### config.mk
export PLATFORM = sky130hd
export DESIGN_NAME = vx_csr_regfile
export DESIGN_NICKNAME = d
export VERILOG_FILES = /design/src/rtl/vx_csr_regfile_pkg.sv /design/src/rtl/vx_csr_ctr_snapshot.sv /design/src/rtl/vx_csr_regfile.sv
export SDC_FILE = /design/constraint.sdc
export NUM_CORES = 2
export LEC_CHECK = 0
export CAP_MARGIN = 40
export CORE_UTILIZATION = 40
export DETAILED_ROUTE_END_ITERATION = 6
export PLACE_DENSITY_LB_ADDON = 0.2
export SKIP_CTS_REPAIR_TIMING = 1
export SYNTH_ARGS = -nofsm -noshare
export SYNTH_HDL_FRONTEND = slang
export SYNTH_HIERARCHICAL = 1
export SYNTH_MEMORY_MAX_BITS = 65536
export SYNTH_SLANG_ARGS = --single-unit
export TNS_END_PERCENT = 1
### constraint.sdc
create_clock -name clk -period 12.7 [get_ports clk]
set_input_delay 2.54 -clock clk [delete_from_list [all_inputs] [get_ports clk]]
set_output_delay 2.54 -clock clk [all_outputs]
set_load 0.1 [all_outputs]
### src/rtl/vx_csr_regfile_pkg.sv
// rtl/vx_csr_regfile_pkg.sv - shared types and CSR address map for vx_csr_regfile
package vx_csr_regfile_pkg;

    typedef enum logic [1:0] {
        CSR_OP_READ = 2'd0,
        CSR_OP_RW   = 2'd1,
        CSR_OP_RS   = 2'd2,
        CSR_OP_RC   = 2'd3
    } csr_op_e;

    localparam logic [11:0] CSR_FFLAGS    = 12'h001;
    localparam logic [11:0] CSR_FRM       = 12'h002;
    localparam logic [11:0] CSR_FCSR      = 12'h003;
    localparam logic [11:0] CSR_MSCRATCH  = 12'h340;
    localparam logic [11:0] CSR_MCYCLE    = 12'hB00;
    localparam logic [11:0] CSR_MINSTRET  = 12'hB02;
    localparam logic [11:0] CSR_MCYCLEH   = 12'hB80;
    localparam logic [11:0] CSR_MINSTRETH = 12'hB82;

    localparam int MAX_XLEN      = 64;
    localparam int MAX_SCRATCH   = 16;
    localparam int MAX_FLAG_BITS = 8;
    localparam int MAX_FRM_BITS  = 8;

    // Sized for the widest legal configuration; the regfile only touches the low bits.
    typedef struct packed {
        logic [MAX_FLAG_BITS-1:0]               fflags;
        logic [MAX_FRM_BITS-1:0]                frm;
        logic [MAX_XLEN-1:0]                    mscratch;
        logic [MAX_SCRATCH-1:0][MAX_XLEN-1:0]   scratch;
    } csr_warp_state_t;

endpackage

### src/rtl/vx_csr_ctr_snapshot.sv
// rtl/vx_csr_ctr_snapshot.sv - per-warp hi-half counter snapshot for coherent 64-bit reads
module vx_csr_ctr_snapshot
    import vx_csr_regfile_pkg::*;
#(
    parameter int NUM_WARPS = 4,
    parameter int WID_W     = 2
)(
    input  logic             clk,
    input  logic             reset,
    input  logic [31:0]      live_hi,
    input  logic             lo_rd,
    input  logic             hi_rd,
    input  logic [WID_W-1:0] wid,
    output logic [31:0]      hi_data
);

    logic [31:0]          snap_q [NUM_WARPS];
    logic [NUM_WARPS-1:0] snap_vld_q;

    assign hi_data = snap_vld_q[wid] ? snap_q[wid] : live_hi;

    always_ff @(posedge clk) begin
        if (reset) begin
            for (int w = 0; w < NUM_WARPS; w++) begin
                snap_q[w] <= '0;
            end
            snap_vld_q <= '0;
        end else if (lo_rd) begin
            snap_q[wid]     <= live_hi;
            snap_vld_q[wid] <= 1'b1;
        end else if (hi_rd) begin
            snap_vld_q[wid] <= 1'b0;
        end
    end

endmodule

### src/rtl/vx_csr_regfile.sv
// rtl/vx_csr_regfile.sv - per-warp CSR register file with atomic RMW request/response port
module vx_csr_regfile
    import vx_csr_regfile_pkg::*;
#(
    parameter int          NUM_WARPS      = 4,
    parameter int          XLEN           = 32,
    parameter int          NUM_SCRATCH    = 4,
    parameter logic [11:0] SCRATCH_BASE   = 12'h7C0,
    parameter int          NUM_FLAG_PORTS = 2,
    parameter int          FLAGS_BITS     = 5,
    parameter int          FRM_BITS       = 3,
    parameter int          CTR_BITS       = 64,
    parameter int          WID_W          = (NUM_WARPS > 1) ? $clog2(NUM_WARPS) : 1
)(
    input  logic                               clk,
    input  logic                               reset,
    input  logic [XLEN-1:0]                    startup_arg,
    input  logic [CTR_BITS-1:0]                cycles,
    input  logic [CTR_BITS-1:0]                instret,
    input  logic                               req_valid,
    output logic                               req_ready,
    input  logic [WID_W-1:0]                   req_wid,
    input  logic [11:0]                        req_addr,
    input  logic [1:0]                         req_op,
    input  logic [XLEN-1:0]                    req_data,
    output logic                               rsp_valid,
    input  logic                               rsp_ready,
    output logic [XLEN-1:0]                    rsp_data,
    output logic                               rsp_error,
    input  logic [NUM_FLAG_PORTS-1:0]          flag_valid,
    input  logic [NUM_FLAG_PORTS*WID_W-1:0]    flag_wid,
    input  logic [NUM_FLAG_PORTS*FLAGS_BITS-1:0] flag_bits,
    input  logic [NUM_FLAG_PORTS*WID_W-1:0]    frm_rd_wid,
    output logic [NUM_FLAG_PORTS*FRM_BITS-1:0] frm_rd_data
);

    csr_warp_state_t       warp_q [NUM_WARPS];
    csr_op_e               op;
    logic                  fire;
    logic [11:0]           scr_off;
    logic                  is_fflags, is_frm, is_fcsr, is_msc, is_scr;
    logic                  is_mcyc, is_mret, is_mcych, is_mreth;
    logic                  rw_hit, ro_hit, do_write, err, wr_en;
    logic [XLEN-1:0]       old_val, new_val;
    logic [63:0]           cyc64, ret64;
    logic [31:0]           cyc_hi_rd, ret_hi_rd;
    logic [FLAGS_BITS-1:0] acc [NUM_WARPS];

    assign op        = csr_op_e'(req_op);
    assign req_ready = ~rsp_valid | rsp_ready;
    assign fire      = req_valid & req_ready;
    assign cyc64     = 64'(cycles);
    assign ret64     = 64'(instret);

    always_comb begin
        scr_off   = req_addr - SCRATCH_BASE;
        is_fflags = (req_addr == CSR_FFLAGS);
        is_frm    = (req_addr == CSR_FRM);
        is_fcsr   = (req_addr == CSR_FCSR);
        is_msc    = (req_addr == CSR_MSCRATCH);
        is_scr    = (req_addr >= SCRATCH_BASE) && (scr_off < 12'(NUM_SCRATCH));
        is_mcyc   = (req_addr == CSR_MCYCLE);
        is_mret   = (req_addr == CSR_MINSTRET);
        is_mcych  = (XLEN == 32) && (req_addr == CSR_MCYCLEH);
        is_mreth  = (XLEN == 32) && (req_addr == CSR_MINSTRETH);
        rw_hit    = is_fflags | is_frm | is_fcsr | is_msc | is_scr;
        ro_hit    = is_mcyc | is_mret | is_mcych | is_mreth;
        // RS/RC with a zero mask is a pure read and therefore legal on read-only CSRs
        do_write  = (op == CSR_OP_RW) ||
                    (((op == CSR_OP_RS) || (op == CSR_OP_RC)) && (req_data != '0));
        err       = ~(rw_hit | ro_hit) | (ro_hit & do_write);
        wr_en     = fire & ~err & do_write;
    end

    always_comb begin
        old_val = '0;
        if (is_fflags)
            old_val = XLEN'(warp_q[req_wid].fflags[FLAGS_BITS-1:0]);
        else if (is_frm)
            old_val = XLEN'(warp_q[req_wid].frm[FRM_BITS-1:0]);
        else if (is_fcsr)
            old_val = XLEN'({warp_q[req_wid].frm[FRM_BITS-1:0],
                             warp_q[req_wid].fflags[FLAGS_BITS-1:0]});
        else if (is_msc)
            old_val = warp_q[req_wid].mscratch[XLEN-1:0];
        else if (is_scr)
            old_val = warp_q[req_wid].scratch[scr_off[3:0]][XLEN-1:0];
        else if (is_mcyc)
            old_val = cyc64[XLEN-1:0];
        else if (is_mret)
            old_val = ret64[XLEN-1:0];
        else if (is_mcych)
            old_val = XLEN'(cyc_hi_rd);
        else if (is_mreth)
            old_val = XLEN'(ret_hi_rd);

        new_val = old_val;
        case (op)
            CSR_OP_RW: new_val = req_data;
            CSR_OP_RS: new_val = old_val | req_data;
            CSR_OP_RC: new_val = old_val & ~req_data;
            default:   new_val = old_val;
        endcase
    end

    always_comb begin
        for (int w = 0; w < NUM_WARPS; w++) begin
            acc[w] = '0;
            for (int p = 0; p < NUM_FLAG_PORTS; p++) begin
                if (flag_valid[p] && (flag_wid[p*WID_W +: WID_W] == WID_W'(w)))
                    acc[w] = acc[w] | flag_bits[p*FLAGS_BITS +: FLAGS_BITS];
            end
        end
    end

    // Later assignments win, so a CSR write to fflags overrides that cycle's accumulation.
    always_ff @(posedge clk) begin
        if (reset) begin
            for (int w = 0; w < NUM_WARPS; w++) begin
                warp_q[w]          <= '0;
                warp_q[w].mscratch <= MAX_XLEN'(startup_arg);
            end
        end else begin
            for (int w = 0; w < NUM_WARPS; w++) begin
                warp_q[w].fflags <= warp_q[w].fflags | MAX_FLAG_BITS'(acc[w]);
                if (wr_en && (req_wid == WID_W'(w))) begin
                    if (is_fflags || is_fcsr)
                        warp_q[w].fflags <= MAX_FLAG_BITS'(new_val[FLAGS_BITS-1:0]);
                    if (is_frm)
                        warp_q[w].frm <= MAX_FRM_BITS'(new_val[FRM_BITS-1:0]);
                    if (is_fcsr)
                        warp_q[w].frm <= MAX_FRM_BITS'(new_val[FLAGS_BITS +: FRM_BITS]);
                    if (is_msc)
                        warp_q[w].mscratch <= MAX_XLEN'(new_val);
                    if (is_scr)
                        warp_q[w].scratch[scr_off[3:0]] <= MAX_XLEN'(new_val);
                end
            end
        end
    end

    always_ff @(posedge clk) begin
        if (reset) begin
            rsp_valid <= 1'b0;
            rsp_data  <= '0;
            rsp_error <= 1'b0;
        end else if (fire) begin
            rsp_valid <= 1'b1;
            rsp_data  <= err ? '0 : old_val;
            rsp_error <= err;
        end else if (rsp_ready) begin
            rsp_valid <= 1'b0;
        end
    end

    always_comb begin
        frm_rd_data = '0;
        for (int p = 0; p < NUM_FLAG_PORTS; p++) begin
            frm_rd_data[p*FRM_BITS +: FRM_BITS] =
                warp_q[frm_rd_wid[p*WID_W +: WID_W]].frm[FRM_BITS-1:0];
        end
    end

    vx_csr_ctr_snapshot #(
        .NUM_WARPS (NUM_WARPS),
        .WID_W     (WID_W)
    ) u_cyc_snap (
        .clk     (clk),
        .reset   (reset),
        .live_hi (cyc64[63:32]),
        .lo_rd   (fire & ~err & is_mcyc),
        .hi_rd   (fire & ~err & is_mcych),
        .wid     (req_wid),
        .hi_data (cyc_hi_rd)
    );

    vx_csr_ctr_snapshot #(
        .NUM_WARPS (NUM_WARPS),
        .WID_W     (WID_W)
    ) u_ret_snap (
        .clk     (clk),
        .reset   (reset),
        .live_hi (ret64[63:32]),
        .lo_rd   (fire & ~err & is_mret),
        .hi_rd   (fire & ~err & is_mreth),
        .wid     (req_wid),
        .hi_data (ret_hi_rd)
    );

endmodule
==> run_summary.xml <==
<?xml version="1.0" encoding="UTF-8"?>
<metrics>
  <group name="outcome">
    <metric name="status" unit="">finished clean</metric>
  </group>
  <group name="synthesis">
    <metric name="ys_seq_elements" unit="">2158</metric>
    <metric name="post_synth_fa_ha_maj_area_fraction" unit="%">0.0139</metric>
    <metric name="synth_async_sr_flop_share" unit="%">0</metric>
    <metric name="syn_avg_cell_area" unit="um2">18.2</metric>
    <metric name="most_common_flop_cell_mapped_by_yosys" unit="">edfxtp_1</metric>
    <metric name="yosys.area_share.simple" unit="%">6.12</metric>
    <metric name="syn_inst" unit="">4932</metric>
    <metric name="synth-seq-area-share" unit="%">71.6</metric>
    <metric name="post_synth_xor_area_fraction" unit="%">0.224</metric>
    <metric name="synth_edf_count" unit="">2116</metric>
    <metric name="synth_top_family_by_area" unit="">multiplexers</metric>
    <metric name="yosys-mux-area-fraction" unit="%">15.2</metric>
    <metric name="mappedNetlistArea" unit="um2">89900</metric>
    <metric name="yosys_warnings" unit="">6</metric>
    <metric name="synth_compound_gate_area_share" unit="%">4.44</metric>
    <metric name="synth_cell_types" unit="">90</metric>
  </group>
  <group name="placement">
    <metric name="io_buffers" unit="">272</metric>
    <metric name="dp.final_hpwl" unit="um">176000</metric>
    <metric name="gp_congestion" unit="">0.942</metric>
  </group>
  <group name="critical_path">
    <metric name="cp-start-kind" unit="">primary input</metric>
    <metric name="cp-end-kind" unit="">flip-flop</metric>
    <metric name="crit_path_max_delay_cell_type" unit="">nor4_1</metric>
    <metric name="critPathKind" unit="">primary input to flip-flop</metric>
    <metric name="cp_num_buf_inv" unit="">8</metric>
    <metric name="cp_data_arrival_time" unit="ns">8.21</metric>
    <metric name="cp_common_cell" unit="">buf_4</metric>
    <metric name="critPathTopFamily" unit="">buffers and inverters</metric>
    <metric name="cp_slowest_stage_delay" unit="ns">0.74</metric>
    <metric name="timing.critical_path.cells" unit="">clkdlybuf4s50_1 &gt; buf_4 &gt; clkinv_1 &gt; buf_8 &gt; nand2_1 &gt; buf_4 &gt; o41ai_1 &gt; buf_4 &gt; nor4_1 &gt; nand2_1 &gt; nor2_1 &gt; nand2_2 &gt; buf_4 &gt; nand2b_2 &gt; buf_4</metric>
    <metric name="worst-path-max-fanout" unit="">33</metric>
    <metric name="critPathRequiredTime" unit="ns">13.19</metric>
  </group>
  <group name="floorplanning">
    <metric name="floorplan.rows" unit="">173</metric>
    <metric name="floorplan.die.height" unit="um">476</metric>
    <metric name="initial_core_util" unit="%">40.4</metric>
    <metric name="io-pin-count" unit="">273</metric>
    <metric name="core_area" unit="um2">223000</metric>
    <metric name="die_outline_area" unit="um2">227000</metric>
    <metric name="die_width" unit="um">476</metric>
  </group>
  <group name="timing">
    <metric name="final.setup_skew" unit="ns">0.0578</metric>
    <metric name="setup_repair_after_global_routing_missed_its_margin" unit="">no</metric>
    <metric name="worst-slew-pin-transition" unit="ns">0.988</metric>
    <metric name="worst_slew_margin_relative_to_its_limit" unit="%">34.1</metric>
    <metric name="maxSlewViolCount" unit="">0</metric>
    <metric name="final.period_utilization" unit="%">60.7</metric>
    <metric name="max_freq" unit="MHz">130</metric>
    <metric name="setup_tns" unit="ns">0</metric>
    <metric name="final_period_minus_worst_setup_slack" unit="ns">7.71</metric>
    <metric name="final-setup-viol-count" unit="">0</metric>
    <metric name="finalHoldViolations" unit="">0</metric>
  </group>
  <group name="detailed_routing">
    <metric name="detail_route.wl_per_cell" unit="um">30.2</metric>
    <metric name="drt-total-wl" unit="um">275000</metric>
    <metric name="detailedRoute.firstIterationViolations" unit="">6115</metric>
    <metric name="dr.pass1.iters" unit="">6</metric>
    <metric name="avgViaCountPerCell" unit="">5.59</metric>
    <metric name="drt_drc_violations_left" unit="">0</metric>
    <metric name="vias" unit="">50800</metric>
    <metric name="remaining_antenna_violation_count_after_routing" unit="">0</metric>
  </group>
  <group name="grt">
    <metric name="overflow" unit="">0</metric>
    <metric name="first_global_vias" unit="">50600</metric>
    <metric name="grt_max_degree" unit="">182</metric>
    <metric name="grt_usage" unit="%">24.0</metric>
    <metric name="grt_antenna_before_repair" unit="">35</metric>
    <metric name="grt_first_pass_wirelength" unit="um">388000</metric>
  </group>
  <group name="run">
    <metric name="max_cap_violations" unit="">0</metric>
  </group>
  <group name="layout">
    <metric name="drive_above_1_share" unit="%">21.8</metric>
    <metric name="synthToLayoutAreaGrowth" unit="%">19.5</metric>
    <metric name="final_core_utilization" unit="%">48.2</metric>
    <metric name="fin_nets" unit="">6147</metric>
  </group>
  <group name="power">
    <metric name="power.static_leakage" unit="nW">36.8</metric>
    <metric name="power.internal" unit="mW">12.7</metric>
    <metric name="power.combinational.fraction" unit="%">8.1</metric>
    <metric name="power_density" unit="nW/um2">153</metric>
    <metric name="power.switching_fraction" unit="%">22.6</metric>
    <metric name="net-switching-power" unit="mW">3.71</metric>
    <metric name="vdd_drop_max" unit="mV">0.116</metric>
    <metric name="seqPwrFrac" unit="%">51.5</metric>
    <metric name="p_clk_share" unit="%">40.4</metric>
  </group>
  <group name="cts">
    <metric name="clockBufferDepth" unit="">3</metric>
    <metric name="insertion_delay" unit="ns">0.89</metric>
    <metric name="worst_setup_hold_path_clk_slew" unit="ns">0.06</metric>
    <metric name="ctsHtreeMaxLevel" unit="">4</metric>
    <metric name="numCtsBuffers" unit="">221</metric>
    <metric name="tritoncts" unit="">done</metric>
    <metric name="cts_num_sinks" unit="">2158</metric>
    <metric name="clock-root-buffer" unit="">clkbuf_16</metric>
  </group>
  <group name="min_path">
    <metric name="min_path_type" unit="">flip-flop to flip-flop</metric>
  </group>
</metrics>
layer usage:
metal  up-vias  GRT usage, %  wire length (um)
met4        18          11.7             14300
met5         -             0               125
met3       476          5.03             24200
met2      2527          37.0            126000
li1      21300             -                 -
met1     26500          32.6            110000
flip-flops by register name, summed over array words and instances (netlist names), named ones only:
signal / cells
u_cyc_snap/snap_q: 128
u_ret_snap/snap_q: 128
warp_q: 1860
rsp_valid: 1
rsp_error: 1
rsp_data: 32
cell type report:
class,count,area (um2)
diodes,22,55.1
clock buffers,271,5850
clock inverters,140,1560
fillers,18600,115000
inverters,20,75.1
multi-input cells,2968,26000
flip-flops and latches,2158,64400
well taps,2975,3720
repair buffers,545,5830
cells by family (layout without fill, tap and decap cells):
| kind of cell | after synthesis | count (layout) |
|---|---|---|
| muxes | 653 | 653 |
| buffers and inverters | 413 | 976 |
| and+or+nand+nor | 1085 | 1085 |
| other | 2 | 631 |
| AOI/OAI and AO/OA | 597 | 597 |
| DFF | 2158 | 2158 |
| adders and majority gates | 1 | 1 |
| xor gates and xnor gates | 23 | 23 |
power by group through the flow:
| stage | Sequential, mW | Clock (mW) | Combinational (mW) |
|---|---|---|---|
| floorplan | 8.56 | 0 | 0.769 |
| global placement | 8.58 | 0 | 1.29 |
| detailed placement | 8.61 | 0 | 1.33 |
| CTS | 8.46 | 6.76 | 1.33 |
| global route | 8.50 | 7.01 | 1.40 |
| finish | 8.46 | 6.62 | 1.33 |
path summary, 6_finish.rpt:
path / slack [ns] / cells after the start / startpoint / end
setup / recovery: 4.99 / 15 / req_op[0] / warp_q[2][41]$_DFFE_PP_
hold / removal: 0.45 / 2 / rsp_data[31]$_SDFFE_PP0P_ / rsp_data[31]$_SDFFE_PP0P_
setup reg to reg: 7.79 / 11 / flip-flop / warp_q[1][485]$_DFFE_PP_
hold reg to reg: 0.45 / 2 / rsp_data[31]$_SDFFE_PP0P_ / rsp_data[31]$_SDFFE_PP0P_
Yosys cell counts, drive strengths merged (30+ instances only):
cell type | number | area share, %
edfxtp | 2116 | 71
mux4 | 542 | 14
nor2 | 396 | 1.7
and2 | 206 | 1.4
clkbuf | 204 | 0.86
buf | 189 | 1.5
nand2 | 160 | 0.67
o21ai | 158 | 0.89
o22ai | 151 | 1.1
mux2 | 77 | 1.2
and3 | 74 | 0.51
a21oi | 54 | 0.30
dfxtp | 42 | 0.94
a22oi | 40 | 0.33
nor3 | 40 | 0.22
nor4 | 38 | 0.27
nand3 | 37 | 0.21
mux2i | 34 | 0.38
a221oi | 30 | 0.29
worst min-delay path, cell delays in order, from the launching register on:
cell and delay, ns:
dfxtp_1 0.32, nand2_1 0.04, o21ai_0 0.05
per-stage QoR:
stage | setup WS (ns) | instances | hold WS, ns | power, mW | instance area, um2
floorplan | 6.22 | 5539 | 0.433 | 9.33 | 92200
global placement | 3.90 | 8574 | 0.443 | 9.87 | 98300
detailed placement | 4.27 | 8665 | 0.441 | 9.94 | 100000
CTS | 5.23 | 9076 | 0.455 | 16.5 | 107000
global route | 4.86 | 9094 | 0.476 | 16.9 | 107000
finish | 4.99 | 9099 | 0.452 | 16.4 | 107000
cells in the final DEF (no fill, tap or decap), drive strengths merged, types with 97 or more instances in the layout:
master,count
o21ai,158
nand2,160
o22ai,151
clkinv,97
clkbuf,271
mux4,542
nor2,396
buf,281
clkdlybuf4s50,264
edfxtp,2116
conb,609
and2,206
No activity file was read; power rests on OpenSTA's default activity.
